[src/rtl/seq_addsub.sv]
// Multi-cycle signed adder/subtractor: CHUNK bits per clock through a registered carry,
// with a valid/ready handshake on both sides and registered ALU status flags.
module seq_addsub #(
    parameter int WIDTH = 32,
    parameter int CHUNK = 8
) (
    input  logic             clk,
    input  logic             reset,
    input  logic             in_valid,
    output logic             in_ready,
    input  logic [WIDTH-1:0] data_A,
    input  logic [WIDTH-1:0] data_B,
    input  logic             sub,
    output logic             out_valid,
    input  logic             out_ready,
    output logic [WIDTH-1:0] data_out,
    output logic             carry,
    output logic             overflow,
    output logic             zero,
    output logic             negative
);

    localparam int NCH = WIDTH / CHUNK;
    localparam int KW  = (NCH > 1) ? $clog2(NCH) : 1;

    typedef enum logic [1:0] {
        S_IDLE = 2'd0,
        S_CALC = 2'd1,
        S_DONE = 2'd2
    } state_t;

    state_t           state_q, state_d;
    logic [WIDTH-1:0] a_q, a_d;
    logic [WIDTH-1:0] b_q, b_d;
    logic [WIDTH-1:0] res_q, res_d;
    logic             c_q, c_d;
    logic [KW-1:0]    k_q, k_d;
    logic [WIDTH-1:0] dout_q, dout_d;
    logic             carry_q, carry_d;
    logic             ovf_q, ovf_d;
    logic             zero_q, zero_d;
    logic             neg_q, neg_d;

    logic [CHUNK:0]   sum;
    logic [WIDTH-1:0] slice_ext;
    logic             last;

    // Operands shift right each cycle, so the active chunk always sits in the low bits;
    // the sum slice enters the result from the top and reaches its place after NCH steps.
    assign sum       = {1'b0, a_q[CHUNK-1:0]} + {1'b0, b_q[CHUNK-1:0]} + (CHUNK+1)'(c_q);
    assign slice_ext = WIDTH'(sum[CHUNK-1:0]);
    assign last      = (k_q == KW'(NCH - 1));

    always_ff @(posedge clk) begin
        if (reset) begin
            state_q <= S_IDLE;
            a_q     <= '0;
            b_q     <= '0;
            res_q   <= '0;
            c_q     <= 1'b0;
            k_q     <= '0;
            dout_q  <= '0;
            carry_q <= 1'b0;
            ovf_q   <= 1'b0;
            zero_q  <= 1'b0;
            neg_q   <= 1'b0;
        end else begin
            state_q <= state_d;
            a_q     <= a_d;
            b_q     <= b_d;
            res_q   <= res_d;
            c_q     <= c_d;
            k_q     <= k_d;
            dout_q  <= dout_d;
            carry_q <= carry_d;
            ovf_q   <= ovf_d;
            zero_q  <= zero_d;
            neg_q   <= neg_d;
        end
    end

    always_comb begin
        state_d = state_q;
        a_d     = a_q;
        b_d     = b_q;
        res_d   = res_q;
        c_d     = c_q;
        k_d     = k_q;
        dout_d  = dout_q;
        carry_d = carry_q;
        ovf_d   = ovf_q;
        zero_d  = zero_q;
        neg_d   = neg_q;
        case (state_q)
            S_IDLE: begin
                if (in_valid) begin
                    a_d     = data_A;
                    b_d     = data_B ^ {WIDTH{sub}};
                    c_d     = sub;
                    k_d     = '0;
                    state_d = S_CALC;
                end
            end
            S_CALC: begin
                a_d   = a_q >> CHUNK;
                b_d   = b_q >> CHUNK;
                c_d   = sum[CHUNK];
                res_d = (res_q >> CHUNK) | (slice_ext << (WIDTH - CHUNK));
                k_d   = k_q + 1'b1;
                if (last) begin
                    // Same-sign operands giving an opposite-sign result is carry-in(MSB) ^ carry-out(MSB).
                    state_d = S_DONE;
                    k_d     = '0;
                    dout_d  = res_d;
                    carry_d = sum[CHUNK];
                    ovf_d   = (a_q[CHUNK-1] == b_q[CHUNK-1]) && (sum[CHUNK-1] != a_q[CHUNK-1]);
                    zero_d  = ~|res_d;
                    neg_d   = res_d[WIDTH-1];
                end
            end
            S_DONE: begin
                if (out_ready) begin
                    state_d = S_IDLE;
                end
            end
            default: begin
                state_d = S_IDLE;
            end
        endcase
    end

    assign in_ready  = (state_q == S_IDLE);
    assign out_valid = (state_q == S_DONE);
    assign data_out  = dout_q;
    assign carry     = carry_q;
    assign overflow  = ovf_q;
    assign zero      = zero_q;
    assign negative  = neg_q;

endmodule

[config.mk]
export PLATFORM = sky130hd
export DESIGN_NAME = seq_addsub
export DESIGN_NICKNAME = d
export VERILOG_FILES = /design/src/rtl/seq_addsub.sv
export SDC_FILE = /design/constraint.sdc
export NUM_CORES = 1
export LEC_CHECK = 0
export BUFFER_PORTS_ARGS = -buffer_cell sky130_fd_sc_hd__clkbuf_2
export CELL_PAD_IN_SITES_DETAIL_PLACEMENT = 0
export CELL_PAD_IN_SITES_GLOBAL_PLACEMENT = 2
export CORE_MARGIN = 5
export CORE_UTILIZATION = 35
export DETAILED_ROUTE_END_ITERATION = 8
export PLACE_DENSITY_LB_ADDON = 0.1
export SETUP_SLACK_MARGIN = 0.15
export SYNTH_ARGS = -nofsm -noshare
export SYNTH_HDL_FRONTEND = slang
export SYNTH_SLANG_ARGS = --single-unit
[constraint.sdc]
create_clock -name clk -period 6.9 [get_ports clk]
set_input_delay 0.69 -clock clk [delete_from_list [all_inputs] [get_ports clk]]
set_output_delay 0.69 -clock clk [all_outputs]
set_load 0.03 [all_outputs]
==> flow_summary.json <==
{
  "pre_cts_slack_ps": 4110,
  "relSlewSlack": 0.241,
  "critical_path_class": "register to register",
  "drc": 0,
  "drv_cap": 0,
  "instances_no_fill": 982,
  "cts_made_buffers": 17,
  "worstSetupStartpointType": "register",
  "power.leakage_nw": 2.78,
  "coreArea_mm2": 0.0158,
  "place.port_buffers": 106,
  "cp-end-kind": "register",
  "swShare": 0.250,
  "insertion_delay_ps": 410,
  "ys_async_sr_fraction": 0,
  "cts_setup_buffers": 0,
  "place.gp.congestion": 0.796,
  "multi_input_area_mm2": 0.00277,
  "vias": 4938,
  "status": "finished, final reports clean",
  "cts_buffer_depth": 2,
  "ys_types": 37,
  "cts_tree": "built",
  "grt_pass1_wl_mm": 24.3,
  "synth-compound-area-share": 0.225,
  "synth-seq-cells": 128,
  "via_per_inst": 5.03,
  "rsz0062_at_grt": "no",
  "clockPowerShare": 0.452,
  "total_power_w": 0.00187,
  "utilization": 0.430,
  "layout-drive-gt1-share": 0.193,
  "synth_cells": 682,
  "grt_pass1_vias": 4745,
  "finalSetupTns_ps": 0,
  "grt.overflow.total": 0,
  "areaGrowthSynthToFinish_pct": 20.8,
  "die_y_um": 137,
  "io_pins": 107,
  "cts-root-buf": "clkbuf_16",
  "synth.most_common_cell": "dfxtp_1",
  "yosys-top-cells-area": "dfxtp_1 45%, a21oi_1 8.3%, nor2_1 7.9%, nand2_1 6.8%, xor2_1 5.4%",
  "path_clk_slew_ps": 50,
  "setup_ws_ps": 4300,
  "yosys.area.top_type": "dfxtp_1",
  "p_seq_frac": 0.433,
  "antenna_found_initial": 0,
  "drt_iter0_markers": 416,
  "grt_max_degree": 71,
  "nets": 833,
  "cts_resized": 0,
  "ys_warn_count": 0,
  "skew_ps": 6.22,
  "combPwrFrac": 0.116,
  "core.rowCount": 46,
  "synth_xor_area_frac": 0.0591,
  "drv_slew": 0,
  "hold_violations": 0,
  "reg2reg_slack_ps": 4300,
  "synth_common_cells": "128 x dfxtp_1, 119 x nor2_1, 102 x nand2_1, 93 x a21oi_1, 37 x clkbuf_1",
  "post_drt_wl_per_cell_um": 15.3,
  "ir_worst_vdd_v": 0.000190,
  "die_w_um": 137,
  "synth_area_per_cell_um2": 8.26,
  "synth_area_mm2": 0.00563,
  "synth_top_family_by_area": "compound AO/OA/AOI/OAI gates",
  "start_util": 0.356,
  "synthAdderAreaFrac": 0.0249,
  "period_needed_ps": 2600,
  "muxShareOfSynthArea": 0,
  "cts_hold_buf": 0,
  "worst_pin_slew_ps": 1140,
  "power.net_switching_w": 0.000467,
  "cp.arrival_ps": 2960,
  "drt-total-wl_mm": 15.0,
  "dp_cells": 951,
  "required_ps": 7250,
  "internal_power_w": 0.00140,
  "synth_edf_count": 0,
  "grt_usage": 0.165,
  "post-route-period-util": 0.377,
  "cts_htree_levels": 4,
  "power.density_mw_per_mm2": 275,
  "dp_hpwl_mm": 9.97,
  "fillers": 1616,
  "antennaDiodeCount": 0,
  "die_area_mm2": 0.0187,
  "critPathMaxFanout": 3,
  "min_path_type": "register to register",
  "ys.flop_type": "dfxtp_1",
  "dr.pass1.iters": 6,
  "register_area_mm2": 0.00256,
  "synth-simple-area-share": 0.179,
  "synth_top_area_frac": 0.455,
  "setup_viol": 0,
  "cts.sinks": 128,
  "syn_nets": 761,
  "ys_seq_area_frac": 0.455,
  "fmax_mhz": 384,
  "ant_nets": 0
}
power groups by stage:
stage / combinational, W / sequential, W / clock (W)
after global routing: 0.000244 / 0.000813 / 0.000903
after CTS: 0.000218 / 0.000809 / 0.000864
after floorplan: 0.000158 / 0.000812 / 0
final: 0.000216 / 0.000809 / 0.000844
after global placement: 0.000214 / 0.000824 / 0
after detailed placement: 0.000218 / 0.000825 / 0
registers in the layout, indices dropped and copies added (netlist names):
signal / flops
overflow: 1
carry: 1
zero: 1
res_q: 24
k_q: 2
c_q: 1
b_q: 32
a_q: 32
state_q: 2
data_out: 32
kinds of logic after synthesis:
family | after synthesis
AOI/OAI and AO/OA | 181
buffers and inverters | 76
and+or+nand+nor | 249
xor gates and xnor gates | 38
DFF | 128
adders and majority gates | 10
through the flow:
| step | hold slack [ps] | area, µm² |
|---|---|---|
| 2_1_floorplan | 445 | 5630 |
| 3_3_place_gp | 441 | 6250 |
| 3_5_place_dp | 447 | 6250 |
| 4_1_cts | 455 | 6810 |
| 5_1_grt | 468 | 6810 |
| 6_report | 451 | 6810 |
cell usage in the layout, fill, tap and decap left out, types with 5 or more instances in the layout:
master	count
nand2_1	102
xor2_1	35
o221a_1	16
dfxtp_1	128
a222oi_1	25
nor4_1	6
nor2b_1	9
a21oi_1	93
clkbuf_2	105
buf_4	8
clkbuf_8	5
a2111oi_0	8
nor2_1	119
ha_1	8
clkinv_2	5
inv_1	16
a211oi_1	7
a22oi_1	17
clkbuf_16	17
critical path, stage by stage, from the launching register on:
cell,delay (ps)
dfxtp_1,350
fa_1,470
fa_1,520
nor4_1,400
nand4_1,150
nor2_1,190
nand4_1,140
nor4_2,160
a31o_1,160
area by class of cell:
cell class,instances,share of cell area
sequential,128,0.376
tap,216,0.0397
inverter,16,0.00882
clock buffer,25,0.0743
multi-input combinational,478,0.407
clock inverter,6,0.00809
timing repair buffer,113,0.0860
routing by layer:
metal,global-route usage,wire [µm]
met1,0.216,6910
met2,0.266,7170
met5,0,0
met4,0.0554,232
met3,0.0401,701
final timing paths:
kind / start / end / cells after the start
max: a_q[0] / zero / 8
min: data_out[23] / data_out[23] / 2
max reg2reg: a_q[0] / zero / 8
min reg2reg: data_out[23] / data_out[23] / 2
Power figures use the tool's default switching activity.
